**src/rtl/wm8731_pkg.sv**
```systemverilog
// ============================================================================
//  Module   : wm8731_pkg
//  Purpose  : Shared audio types and receive state encoding for the WM8731 path.
//  Revision : 1.0
// ============================================================================
`default_nettype none

package wm8731_pkg;

    localparam int AUDIO_WIDTH = 16;

    typedef logic signed [AUDIO_WIDTH-1:0] audio_sample_t;

    typedef struct packed {
        audio_sample_t left;
        audio_sample_t right;
    } audio_pair_t;

    typedef enum logic [1:0] {
        IDLE  = 2'd0,
        DELAY = 2'd1,
        SHIFT = 2'd2,
        WAIT  = 2'd3
    } rx_state_t;

endpackage

`default_nettype wire

```
**src/rtl/i2s_sync_edge.sv**
```systemverilog
// ============================================================================
//  Module   : i2s_sync_edge
//  Purpose  : Equal-depth synchroniser for a small bus, plus per-bit rise and
//             toggle detection against a one-clock history flop.
//  Revision : 1.0
// ============================================================================
`default_nettype none

module i2s_sync_edge #(
    parameter int WIDTH  = 3,
    parameter int STAGES = 2
) (
    input  logic             clk,
    input  logic             rst,
    input  logic [WIDTH-1:0] i_d,
    output logic [WIDTH-1:0] o_sync,
    output logic [WIDTH-1:0] o_rise,
    output logic [WIDTH-1:0] o_toggle
);

    logic [STAGES-1:0][WIDTH-1:0] r_sync_q;
    logic [STAGES-1:0][WIDTH-1:0] w_sync_d;
    logic [WIDTH-1:0]             r_hist_q;

    always_comb begin
        w_sync_d[0] = i_d;
        for (int i = 1; i < STAGES; i++) begin
            w_sync_d[i] = r_sync_q[i-1];
        end
    end

    always_ff @(posedge clk) begin
        if (rst) begin
            r_sync_q <= '0;
            r_hist_q <= '0;
        end else begin
            r_sync_q <= w_sync_d;
            r_hist_q <= r_sync_q[STAGES-1];
        end
    end

    assign o_sync   = r_sync_q[STAGES-1];
    assign o_rise   = o_sync & ~r_hist_q;
    assign o_toggle = o_sync ^ r_hist_q;

endmodule

`default_nettype wire

```
**src/rtl/i2s_adc_receiver.sv**
```systemverilog
// ============================================================================
//  Module   : i2s_adc_receiver
//  Purpose  : I2S (MSB first) ADC deserialiser presenting L/R pairs on a
//             valid/ready port. Define I2S_ADC_RECEIVER_MONO_EN for mono mix.
//  Revision : 1.0
// ============================================================================
`default_nettype none

module i2s_adc_receiver
    import wm8731_pkg::*;
#(
    parameter int WIDTH       = AUDIO_WIDTH,
    parameter int SYNC_STAGES = 2
) (
    input  logic             clk,
    input  logic             reset,
    input  logic             bclk,
    input  logic             adc_lr_ck,
    input  logic             adc_dat,
    output logic [WIDTH-1:0] left,
    output logic [WIDTH-1:0] right,
    output logic             valid,
    input  logic             ready,
    output logic             overrun,
    input  logic             overrun_clr,
    output logic             locked
);

    localparam int                 c_CNT_W    = $clog2(WIDTH + 1);
    localparam logic [c_CNT_W-1:0] c_CNT_FULL = c_CNT_W'(WIDTH);

    logic [2:0] w_sync, w_rise, w_toggle;
    logic       w_bclk_rise, w_lr, w_dat, w_lr_edge, w_unused_edges;

    i2s_sync_edge #(
        .WIDTH  (3),
        .STAGES (SYNC_STAGES)
    ) u_sync_edge (
        .clk      (clk),
        .rst      (reset),
        .i_d      ({bclk, adc_lr_ck, adc_dat}),
        .o_sync   (w_sync),
        .o_rise   (w_rise),
        .o_toggle (w_toggle)
    );

    assign w_bclk_rise    = w_rise[2];
    assign w_lr           = w_sync[1];
    assign w_dat          = w_sync[0];
    assign w_lr_edge      = w_bclk_rise & w_toggle[1];
    assign w_unused_edges = ^{w_sync[2], w_rise[1:0], w_toggle[2], w_toggle[0]};

    rx_state_t          r_state_q, w_state_d;
    logic               r_chan_q, w_chan_d;
    logic [c_CNT_W-1:0] r_cnt_q, w_cnt_d, w_cnt_inc;
    logic [WIDTH-1:0]   r_shift_q, w_shift_d, w_shift_nxt;
    logic [WIDTH-1:0]   r_left_hold_q, w_left_hold_d;
    logic               r_have_left_q, w_have_left_d;
    logic               w_pair_done, w_short;

    assign w_shift_nxt = {r_shift_q[WIDTH-2:0], w_dat};
    assign w_cnt_inc   = r_cnt_q + 1'b1;

    always_comb begin
        w_state_d     = r_state_q;
        w_chan_d      = r_chan_q;
        w_cnt_d       = r_cnt_q;
        w_shift_d     = r_shift_q;
        w_left_hold_d = r_left_hold_q;
        w_have_left_d = r_have_left_q;
        w_pair_done   = 1'b0;
        w_short       = 1'b0;
        case (r_state_q)
            IDLE: begin
                if (w_lr_edge && !w_lr) begin
                    w_state_d     = DELAY;
                    w_chan_d      = 1'b0;
                    w_have_left_d = 1'b0;
                end
            end
            DELAY: begin
                if (w_bclk_rise) begin
                    w_cnt_d   = '0;
                    w_state_d = SHIFT;
                end
            end
            SHIFT: begin
                // A channel change before the word is full means we are misaligned.
                if (w_lr_edge) begin
                    w_short       = 1'b1;
                    w_have_left_d = 1'b0;
                    w_chan_d      = 1'b0;
                    w_state_d     = w_lr ? IDLE : DELAY;
                end else if (w_bclk_rise) begin
                    w_shift_d = w_shift_nxt;
                    w_cnt_d   = w_cnt_inc;
                    if (w_cnt_inc == c_CNT_FULL) begin
                        w_state_d = WAIT;
                        if (!r_chan_q) begin
                            w_left_hold_d = w_shift_nxt;
                            w_have_left_d = 1'b1;
                        end else begin
                            w_pair_done   = r_have_left_q;
                            w_have_left_d = 1'b0;
                        end
                    end
                end
            end
            WAIT: begin
                if (w_lr_edge) begin
                    w_state_d = DELAY;
                    w_chan_d  = w_lr;
                end
            end
            default: w_state_d = IDLE;
        endcase
    end

    logic             w_pair_in;
    logic [WIDTH-1:0] w_pair_l, w_pair_r;

`ifdef I2S_ADC_RECEIVER_MONO_EN
    logic [WIDTH:0]   w_sum;
    logic [WIDTH-1:0] r_mono_q, w_mono_d;
    logic             r_mono_vld_q;

    // Sign-extended sum keeps the carry; dropping bit 0 is the arithmetic halve.
    assign w_sum    = {r_left_hold_q[WIDTH-1], r_left_hold_q} + {w_shift_nxt[WIDTH-1], w_shift_nxt};
    assign w_mono_d = w_sum[WIDTH:1];

    always_ff @(posedge clk) begin
        if (reset) begin
            r_mono_q     <= '0;
            r_mono_vld_q <= 1'b0;
        end else begin
            r_mono_q     <= w_mono_d;
            r_mono_vld_q <= w_pair_done;
        end
    end

    assign w_pair_in = r_mono_vld_q;
    assign w_pair_l  = r_mono_q;
    assign w_pair_r  = r_mono_q;
`else
    assign w_pair_in = w_pair_done;
    assign w_pair_l  = r_left_hold_q;
    assign w_pair_r  = w_shift_nxt;
`endif

    logic [WIDTH-1:0] r_left_q, w_left_d, r_right_q, w_right_d;
    logic             r_valid_q, w_valid_d, r_overrun_q, w_overrun_d, r_locked_q, w_locked_d;

    always_comb begin
        w_left_d    = r_left_q;
        w_right_d   = r_right_q;
        w_valid_d   = r_valid_q;
        w_overrun_d = r_overrun_q;
        w_locked_d  = r_locked_q;
        if (overrun_clr) w_overrun_d = 1'b0;
        if (w_short)     w_locked_d  = 1'b0;
        if (w_pair_in) begin
            if (!r_valid_q || ready) begin
                w_left_d   = w_pair_l;
                w_right_d  = w_pair_r;
                w_valid_d  = 1'b1;
                w_locked_d = 1'b1;
            end else begin
                w_overrun_d = 1'b1;
            end
        end else if (r_valid_q && ready) begin
            w_valid_d = 1'b0;
        end
    end

    always_ff @(posedge clk) begin
        if (reset) begin
            r_state_q     <= IDLE;
            r_chan_q      <= 1'b0;
            r_cnt_q       <= '0;
            r_shift_q     <= '0;
            r_left_hold_q <= '0;
            r_have_left_q <= 1'b0;
            r_left_q      <= '0;
            r_right_q     <= '0;
            r_valid_q     <= 1'b0;
            r_overrun_q   <= 1'b0;
            r_locked_q    <= 1'b0;
        end else begin
            r_state_q     <= w_state_d;
            r_chan_q      <= w_chan_d;
            r_cnt_q       <= w_cnt_d;
            r_shift_q     <= w_shift_d;
            r_left_hold_q <= w_left_hold_d;
            r_have_left_q <= w_have_left_d;
            r_left_q      <= w_left_d;
            r_right_q     <= w_right_d;
            r_valid_q     <= w_valid_d;
            r_overrun_q   <= w_overrun_d;
            r_locked_q    <= w_locked_d;
        end
    end

    assign left    = r_left_q;
    assign right   = r_right_q;
    assign valid   = r_valid_q;
    assign overrun = r_overrun_q;
    assign locked  = r_locked_q;

endmodule

`default_nettype wire

```
**config.mk**
```make
export PLATFORM = sky130hd
export DESIGN_NAME = i2s_adc_receiver
export DESIGN_NICKNAME = d
export VERILOG_FILES = /design/src/rtl/wm8731_pkg.sv /design/src/rtl/i2s_sync_edge.sv /design/src/rtl/i2s_adc_receiver.sv
export SDC_FILE = /design/constraint.sdc
export NUM_CORES = 1
export LEC_CHECK = 0
export ABC_AREA = 1
export CELL_PAD_IN_SITES_DETAIL_PLACEMENT = 1
export CELL_PAD_IN_SITES_GLOBAL_PLACEMENT = 1
export CORE_MARGIN = 3
export CORE_UTILIZATION = 24
export CTS_CLUSTER_SIZE = 30
export DETAILED_ROUTE_END_ITERATION = 6
export PLACE_DENSITY_LB_ADDON = 0.3
export SYNTH_ARGS = -nofsm -noshare
export SYNTH_HDL_FRONTEND = slang
export SYNTH_SLANG_ARGS = --single-unit
```
**constraint.sdc**
```tcl
create_clock -name clk -period 1.9 [get_ports clk]
set_input_delay 0.38 -clock clk [delete_from_list [all_inputs] [get_ports clk]]
set_output_delay 0.38 -clock clk [all_outputs]
set_load 0.03 [all_outputs]
```
Yosys cells after proc, flatten, opt, wreduce, memory -nomap -nowiden
Cells that the tools add are included.
Word-level totals
  ROM bits: 0
  memories kept: 0
  bits of input ports: 7
  output and inout port bits: 35
  bits in registers: 84
  RAM bits: 0
  latch bits: 0
Cells by class
  eq/ne operators: 13
  add/sub/neg operators: 1
  bitwise logic cells: 6
  div/mod/pow operators: 0
  shift operators: 0
  $mul: 0
  reductions and logical operators: 18
  $lt $le $gt $ge: 0
  multiplexer cells: 37
Operators with widths (count)
  1-bit 2-to-1 mux: 24
  5-bit 2-to-1 mux: 3
  2-bit 2-to-1 mux: 6
  4-bit AND reduction: 3
  5-bit one-hot mux with 2 select lines: 1
  5-bit AND reduction: 2
  2-bit != test, second input constant: 4
  2-bit one-hot mux with 4 select lines: 1
  2-bit by 1-bit != test with 1-bit output, second input constant: 3
  2-bit nonzero test: 3
  5-bit by 1-bit adder with 5-bit output, second input constant: 1
  5-bit == test, second input constant: 1
  2-bit == test, second input constant: 2
  2-bit AND reduction: 2
  3-bit AND: 1
  3-bit by 2-bit != test with 1-bit output, second input constant: 1
  3-bit != test, second input constant: 1
  3-bit inverter: 1
  1-bit one-hot mux with 3 select lines: 1
  3-bit AND reduction: 1
  3-bit nonzero test: 1
  2-bit by 1-bit == test with 1-bit output, second input constant: 1
  1-bit logical AND: 2
  1-bit logical NOT: 2
  other kinds (6): 7

Logic depth before layout (Yosys ltp)
Gate-level depths: netlist of run 1.
  word-level depth: 8
  gate-level depth with buffers: 13
  mapped depth without buffers: 11

Modules after synthesis
A second synthesis of run 1 with hierarchy kept.
Unflattened totals
  cell total of the unflattened synthesis: 504
  area, all modules: 3493.4 sq um
Modules (own cells, without submodules)
  i2s_adc_receiver: times used 1, area each 3151.8 sq um, cells each 464
  i2s_sync_edge: times used 1, area each 341.6 sq um, cells each 40

Worst setup path before layout of run 1
OpenSTA, ideal clock, no wires.
  kind: register to register
  start: register r_cnt_q[0]
  end: register r_right_q[13], in the netlist right[13]
  path slack: 0.236 ns
  arrival: 1.549 ns
  period minus slack after synthesis: 1.664 ns
  data required time: 1.784 ns
  buffers on the path: 2
  stages on the path, launching flop included: 13
  path through: dfxtp_1 ha_1 inv_1 nand2_1 nand2_2 nor2_2 nand2_2 nor2_4 nand3_2 buf_6 buf_6 o21ai_0 nor2_1
On the way
  word-level cells in the longest chain between the ends: 7
Ends and longest elaborated chain
  start, declared: line i2s_adc_receiver.sv:55  | logic [c_CNT_W-1:0] r_cnt_q, w_cnt_d, w_cnt_inc;
  start signal, assigned: line i2s_adc_receiver.sv:191  | r_cnt_q <= w_cnt_d;
  5-bit by 1-bit adder with 5-bit output: line i2s_adc_receiver.sv:62  | assign w_cnt_inc = r_cnt_q + 1'b1;
  5-bit == test: line i2s_adc_receiver.sv:97  | if (w_cnt_inc == c_CNT_FULL) begin
  1-bit 2-to-1 mux: line i2s_adc_receiver.sv:97
  1-bit 2-to-1 mux: line i2s_adc_receiver.sv:94  | end else if (w_bclk_rise) begin
  1-bit 2-to-1 mux: line i2s_adc_receiver.sv:89  | if (w_lr_edge) begin
  1-bit 2-to-1 mux: line i2s_adc_receiver.sv:73  | case (r_state_q)
  2-bit AND reduction (no line)
  end signal, assigned: line i2s_adc_receiver.sv:196  | r_right_q <= w_right_d;
  end, declared: line i2s_adc_receiver.sv:150  | logic [WIDTH-1:0] r_left_q, w_left_d, r_right_q, w_right_d;
No other way between the ends.
A chain may end at the register's enable or synchronous reset.

Worst setup path after layout of run 1
  start: register r_left_q[9], in the netlist left[9]
  end: output port left[9]
RTL lines
  start, declared: line i2s_adc_receiver.sv:150
  start signal, assigned: line i2s_adc_receiver.sv:195  | r_left_q <= w_left_d;
  end, declared: line i2s_adc_receiver.sv:20  | output logic [WIDTH-1:0] left,
No word-level cell between the ends.

==> results of run 1 <==
## state kept, by name, indices dropped and copies added, names as in the netlist, 2 cells and up
signal,count
left,16
r_left_hold_q,16
right,16
r_shift_q,15
r_cnt_q,5
u_sync_edge.o_sync,3
u_sync_edge.r_sync_q,3
r_state_q,2
u_sync_edge.r_hist_q,2
## final cells by class
type | instances | area [um^2] | share of cell area
repair buffers | 56 | 548 | 0.124
flip-flops and latches | 83 | 1660 | 0.375
multi-input cells | 289 | 1340 | 0.302
clock inverters | 6 | 70.1 | 0.0158
clock buffers | 10 | 239 | 0.0540
inverters | 92 | 345 | 0.0780
well taps | 180 | 225 | 0.0509
## power breakdown
part | leakage [uW] | switching, uW | internal [uW]
Combinational | 0.000945 | 188 | 116
Clock | 0.000153 | 740 | 1070
Sequential | 0.000670 | 19.2 | 1760
Total | 0.00177 | 946 | 2950
## layer usage
| metal | vias to the layer above | part of all wire |
|---|---|---|
| met5 | - | 0 |
| met3 | 9 | 0.039 |
| met2 | 39 | 0.49 |
| met4 | 0 | 0.0085 |
| met1 | 1389 | 0.46 |
| li1 | 1561 | - |
## how the worst max path moves through the flow
stage | from | endpoint
2_1_floorplan | r_cnt_q[0] | right[13]
3_3_place_gp | r_cnt_q[0] | r_left_hold_q[7]
3_5_place_dp | r_state_q[0] | left[8]
4_1_cts | r_state_q[0] | left[10]
5_1_grt | r_cnt_q[1] | left[14]
6_report | left[9] | left[9]
## metrics by stage
| step | instance area [um^2] | setup slack, ns | total power, uW | util |
|---|---|---|---|---|
| floorplan | 3460 | 0.236 | 2030 | - |
| global placement | 4110 | 0.130 | 2120 | 0.294 |
| detailed placement | 4110 | 0.0914 | 2130 | 0.294 |
| CTS | 4420 | 0.0139 | 3970 | 0.316 |
| global route | 4430 | 0.000869 | 4100 | 0.316 |
| finish | 4430 | 0.113 | 3890 | 0.316 |
## cell usage after synthesis
cell	number
a21oi_1	27
buf_1	1
buf_2	2
buf_4	1
buf_6	6
clkbuf_1	10
clkinv_1	1
dfxtp_1	83
ha_1	6
inv_1	89
inv_2	2
nand2_1	96
nand2_2	2
nand3_1	13
nand3_2	1
nand3_4	1
nand4_1	4
nor2_1	81
nor2_2	2
nor2_4	1
nor2_8	1
nor3_4	1
o21ai_0	42
o21ai_1	10
o22ai_1	1
## cell families after synthesis
kind of cell,after synthesis,share of synthesized area
AO/OA/AOI/OAI,80,0.116
buffers and inverters,112,0.136
AND/OR/NAND/NOR,203,0.247
adder cells (fa/ha/maj),6,0.0217
flip-flops,83,0.480
## repair_timing
item | in CTS | in global routing
gates resized for setup | 0 | 8
setup buffers | 0 | 0
setup endpoints to repair | 0 | 17
==> results.md, run 1 <==
* Syn avg cell area at 7.16 um^2
* Via density at 4.19
* Root buffer selected by CTS: clkbuf_16
* Drt drc at 0
* Number of buffers created by CTS at 9
* Initial Util at 0.248
* Setup TNS at 0 ns
* Cell Area, Synth at 0.00346 mm^2
* Yosys top cell by area: dfxtp_1
* # diodes at 0
* CP max-delay cell: clkdlybuf4s50_1
* Crit path depth at 1
* Worst EP arrival at around 1.4 ns
* WS Path Type: reg -> out
* Final hold vios at 0
* Reg2reg setup slack at 0.15 ns
* Clk sinks at between 80 and 90
* DRT Pass-1 Iters at 4
* Initial antenna violation count at 0
* Gr busiest metal: met2
* Met3 global-route usage at 0.0365
* Clock buffer depth at 2
* Slew Limit Fails at 0
* Period utilization at 0.941
* Clock transition at path regs at around 0.06 ns
* Highest clock rate at between 500 and 600 MHz
* Min-Delay Path Depth at 2
* Seq/Total Area, Yosys at 0.480
* Tmin final at ~1.8 ns
* Crit Path Max Fanout at 2
* Worst setup EP type: primary output
* Number of synthesized register bits at 83
* Crit path launch type: flip-flop
* Max-cap violations at 0
* HP Start: u_sync_edge.r_sync_q[1]
* Delay-heaviest family, CP: buffers and inverters
* Leading post-synthesis cells by cell area: dfxtp_1 (48%), nand2_1 (10%), inv_1 (9.6%)
* WHS at about 0.4 ns
* Crit-path max cell delay at 0.70 ns
* Global-route wire length before repair at between 10000 and 15000 um
* Avg WL per Cell at about 12 um
* Met1 Usage GRT at 0.132
* Detailed-route wire length at 8500 um
* Reg2reg start: r_cnt_q[0]
* Dpl cells at 700
* Fill count at 1702
* Hold buffer count at cts at 0
* Grt met2 use at 0.194
* Vias in the first global route at between 2000 and 3000
* Leak at roughly 0.0018 uW
* Most common cell after layout, fill and taps aside: nand2_1
* Status: complete, no violations
* Worst path cell trace: clkdlybuf4s50_1
* Placer congestion estimate at ~0.8
* Setup Viol. Count Final at 0
* Synthesized net count at 497
* Die area at 0.0159 mm^2
* Reg-to-Reg End: left[10]
* Non-Filler Instances at about 700
* Clock tree from TritonCTS: yes
* Die Y at about 130 um
* Largest net degree at the start of global routing at 53
* Worst Hold End: u_sync_edge.o_sync[1]
* Critical Path RT at around 1.5 ns
* YS warnings at 0
* ANT nets after route at 0
* Total congestion overflow at 0
* All-layer global routing usage at 0.111
* Vias at approximately 3000
* HP Class: reg -> reg
* RSZ-0062 raised after global routing: false
* Most frequent cells in the layout: nand2_1 (96), inv_1 (89), dfxtp_1 (83), nor2_1 (81), clkdlybuf4s50_1 (41)
* Peak supply drop at approximately 0.00046 V
* Slew @ Worst Pin at between 0.3 and 0.4 ns
* Die width at around 130 um
* Post-DP HPWL at approximately 6000 um
* Syn-to-layout area delta at 27.7%
* Gate Count Post-Synth at between 400 and 500
* Unique masters post-synth at 25
* Slew HR at 0.733
* Core area at ~0.014 mm^2
* Worst Skew at 0.00652 ns
* Row count at 43
* PD cells at 879 mW/mm^2
* Area share of the largest cell type after synthesis at 0.480
* Cells on worst reg2reg path at 11
* First DRT Iteration DRCs at 104
* PortBufs at a little over 40
* Number of levels in the clock H-tree at 3
* Ratio of cells with drive above 1 in the final layout at 0.0821
* I/O pin cnt at 42
* CP bufs+invs at 1
* Clock Latency Late Sink at approximately 0.34 ns
* Nets at ~540
Power figures use the tool's default switching activity.
==> run 2: changes to the inputs <==
- CORE_UTILIZATION: 24 -> 41
- CTS_BUF_LIST: not set -> sky130_fd_sc_hd__clkbuf_8
==> run 2 against run 1 <==
  * Critical path depth unchanged
  * First-iteration DRC count down 7.7%
  * Maximum frequency up 0.95%
  * Critical path type unchanged
  * Critical endpoint is now right[2]
  * Highest routed layer unchanged
==> results.md, run 2 (synthesis results as in run 1) <==
* Status: complete, no violations
* Post-layout worst setup margin at 0.129 ns (+0.0167 ns)
* Crit-path max cell delay at 0.68 ns (-0.02 ns)
* Die area at 0.00959 mm^2 (-40%)
* Via density at 4.78 (+14%)
* First DRT Iteration DRCs at 96 (-7.7%)
* Syn-to-layout area delta at 21.0%
* Highest clock rate at 565 MHz (+0.95%)
* Core area at 0.00797 mm^2 (-43%)
* WHS at 0.419 ns (+0.0129 ns)
* Slew HR at 0.753 (+0.0203)
* RSZ-0062 raised after global routing: true
* Met3 global-route usage at 0.0343 (-0.00219)
* Flop pwr share at 0.523 (+0.065)
* Setup Buffers After CTS at 0 (unchanged)
* I/O pin cnt at 42 (unchanged)
* Detailed-route wire length at 8100 um (-4.7%)
* Clock transition at path regs at 0.09 ns (+0.03 ns)
* PD cells at 812 mW/mm^2 (-7.6%)
* Placer congestion estimate at 0.830 (+3.3%)
* Core Util, Final at 0.526 (+0.210)
* DRT Pass-1 Iters at 4 (unchanged)
* Fill count at 1035 (-39%)
* Number of buffers created by CTS at 9 (unchanged)
* Die width at 97.9 um (-22%)
* Dpl cells at 617 (-12%)
* Leak at 0.00170 uW (-4.0%)
* Dpl ws at 0.104 ns (+0.0127 ns)
* Vias at 3024 (+0.87%)
* Crit path launch type: flip-flop
* Crit Path Max Fanout at 2 (unchanged)
* Gr busiest metal: met2
* Nets at 539 (-0.92%)
* Critical Path RT at 1.52 ns (about the same)
* Period utilization at 0.932 (-0.00881)
* Setup Viol. Count Final at 0 (unchanged)
* Clock Latency Late Sink at 0.35 ns (about the same)
* Worst EP arrival at 1.39 ns (-0.02 ns)
* Pint at 2500 uW (-15%)
* Row count at 32 (-26%)
* Most frequent cells in the layout: nand2_1 (96), inv_1 (89), dfxtp_1 (83), nor2_1 (81), clkdlybuf4s50_1 (41)
* Initial Util at 0.435 (+0.187)
* Clk sinks at 83 (unchanged)
* Die Y at 97.9 um (-22%)
* Grt met2 use at 0.294 (+0.0994)
* PortBufs at 41 (unchanged)
* HP Class: reg -> reg
* Met1 Usage GRT at 0.241 (+0.109)
* Reg2reg setup slack at 0.14 ns (about the same)
* Most common cell after layout, fill and taps aside: nand2_1
* Non-Filler Instances at 633 (-12%)
* Final hold vios at 0 (unchanged)
* Ratio of cells with drive above 1 in the final layout at 0.0753 (-0.00676)
* Initial antenna violation count at 0 (unchanged)
* Worst setup EP type: primary output
* Clock tree from TritonCTS: yes
* Post-DP HPWL at 5580 um (-7.6%)
* WS Path Type: reg -> out
* Largest net degree at the start of global routing at 66 (+25%)
* # diodes at 0 (unchanged)
* Sw Share at 0.266 (+0.0224)
* Slew @ Worst Pin at 0.366 ns (-0.0302 ns)
* CP bufs+invs at 1 (unchanged)
* Root buffer selected by CTS: clkbuf_8
* Worst path cell trace: clkdlybuf4s50_1
* CP max-delay cell: clkdlybuf4s50_1
* Drt drc at 0 (unchanged)
* All-layer global routing usage at 0.182 (+0.0709)
* Global-route wire length before repair at 14600 um (+1.1%)
* Worst Skew at 0.0163 ns (+0.00980 ns)
* Max-cap violations at 0 (unchanged)
* Switch Pwr at 904 uW (-4.4%)
* Delay-heaviest family, CP: buffers and inverters
* Tmin final at 1.77 ns (-0.0167 ns)
* Avg WL per Cell at 12.8 um (+7.8%)
* Clock power share at 0.390 (-0.074)
* ANT nets after route at 0 (unchanged)
* Vias in the first global route at 3136 (+4.7%)
* Combinational share of power at 0.087 (+0.009)
* Total congestion overflow at 0 (unchanged)
* Clock buffer depth at 2 (unchanged)
* Slew Limit Fails at 0 (unchanged)
* Peak supply drop at 0.000402 V (-13%)
* Number of levels in the clock H-tree at 3 (unchanged)
## run 2: changes by cell type in the layout (fill, tap and decap cells not counted), moves of 2 or more
cell       before  now
clkbuf_16       9    0
o21ai_0        36   27
clkbuf_8        1    9
o21ai_1        16   23
buf_4          13    8
inv_6           2    4
o21ai_2         0    2
## run 2: layer usage
metal | routed length, um | vias to the layer above
li1 | - | 1548
met5 | 0 | -
met2 | 3840 | 39
met3 | 201 | 15
met4 | 137 | 0
met1 | 3920 | 1422
## run 2: layout make-up
| cell class | count | area, um^2 | share of cell area |
|---|---|---|---|
| Sequential cell | 83 | 1660 | 0.396 |
| Multi-Input combinational cell | 289 | 1340 | 0.320 |
| Timing Repair Buffer | 51 | 510 | 0.122 |
| Inverter | 92 | 345 | 0.0824 |
| Tap cell | 102 | 128 | 0.0304 |
| Clock buffer | 9 | 124 | 0.0296 |
| Clock inverter | 7 | 81.3 | 0.0194 |
## run 2: power by group through the flow
stage / Sequential (uW) / Combinational [uW] / Clock, uW
final: 1780 / 297 / 1330
after global routing: 1780 / 347 / 1440
after CTS: 1780 / 299 / 1340
after detailed placement: 1820 / 296 / 0
after global placement: 1820 / 283 / 0
after floorplan: 1820 / 216 / 0
## run 2: worst paths after layout
path,endpoint,cells after the start,start
worst max-delay path,right[2],1,right[2]
worst max register to register,right[6],11,r_cnt_q[0]
worst min-delay path,u_sync_edge.o_sync[1],2,u_sync_edge.r_sync_q[1]
worst min register to register,u_sync_edge.o_sync[1],2,u_sync_edge.r_sync_q[1]
## run 2: through the flow
| step | instance area (um^2) | TNS, ns | total power [uW] |
|---|---|---|---|
| floorplan | 3460 | 0 | 2030 |
| global placement | 3980 | 0 | 2100 |
| detailed placement | 3980 | 0 | 2120 |
| CTS | 4180 | 0 | 3420 |
| global route | 4190 | -0.00151 | 3570 |
| finish | 4190 | 0 | 3400 |
## run 2: what timing repair did
action / 4_1_cts / 5_1_grt
hold buffers: 0 / 0
resized for setup: 0 / 18
setup endpoints to repair: 0 / 28
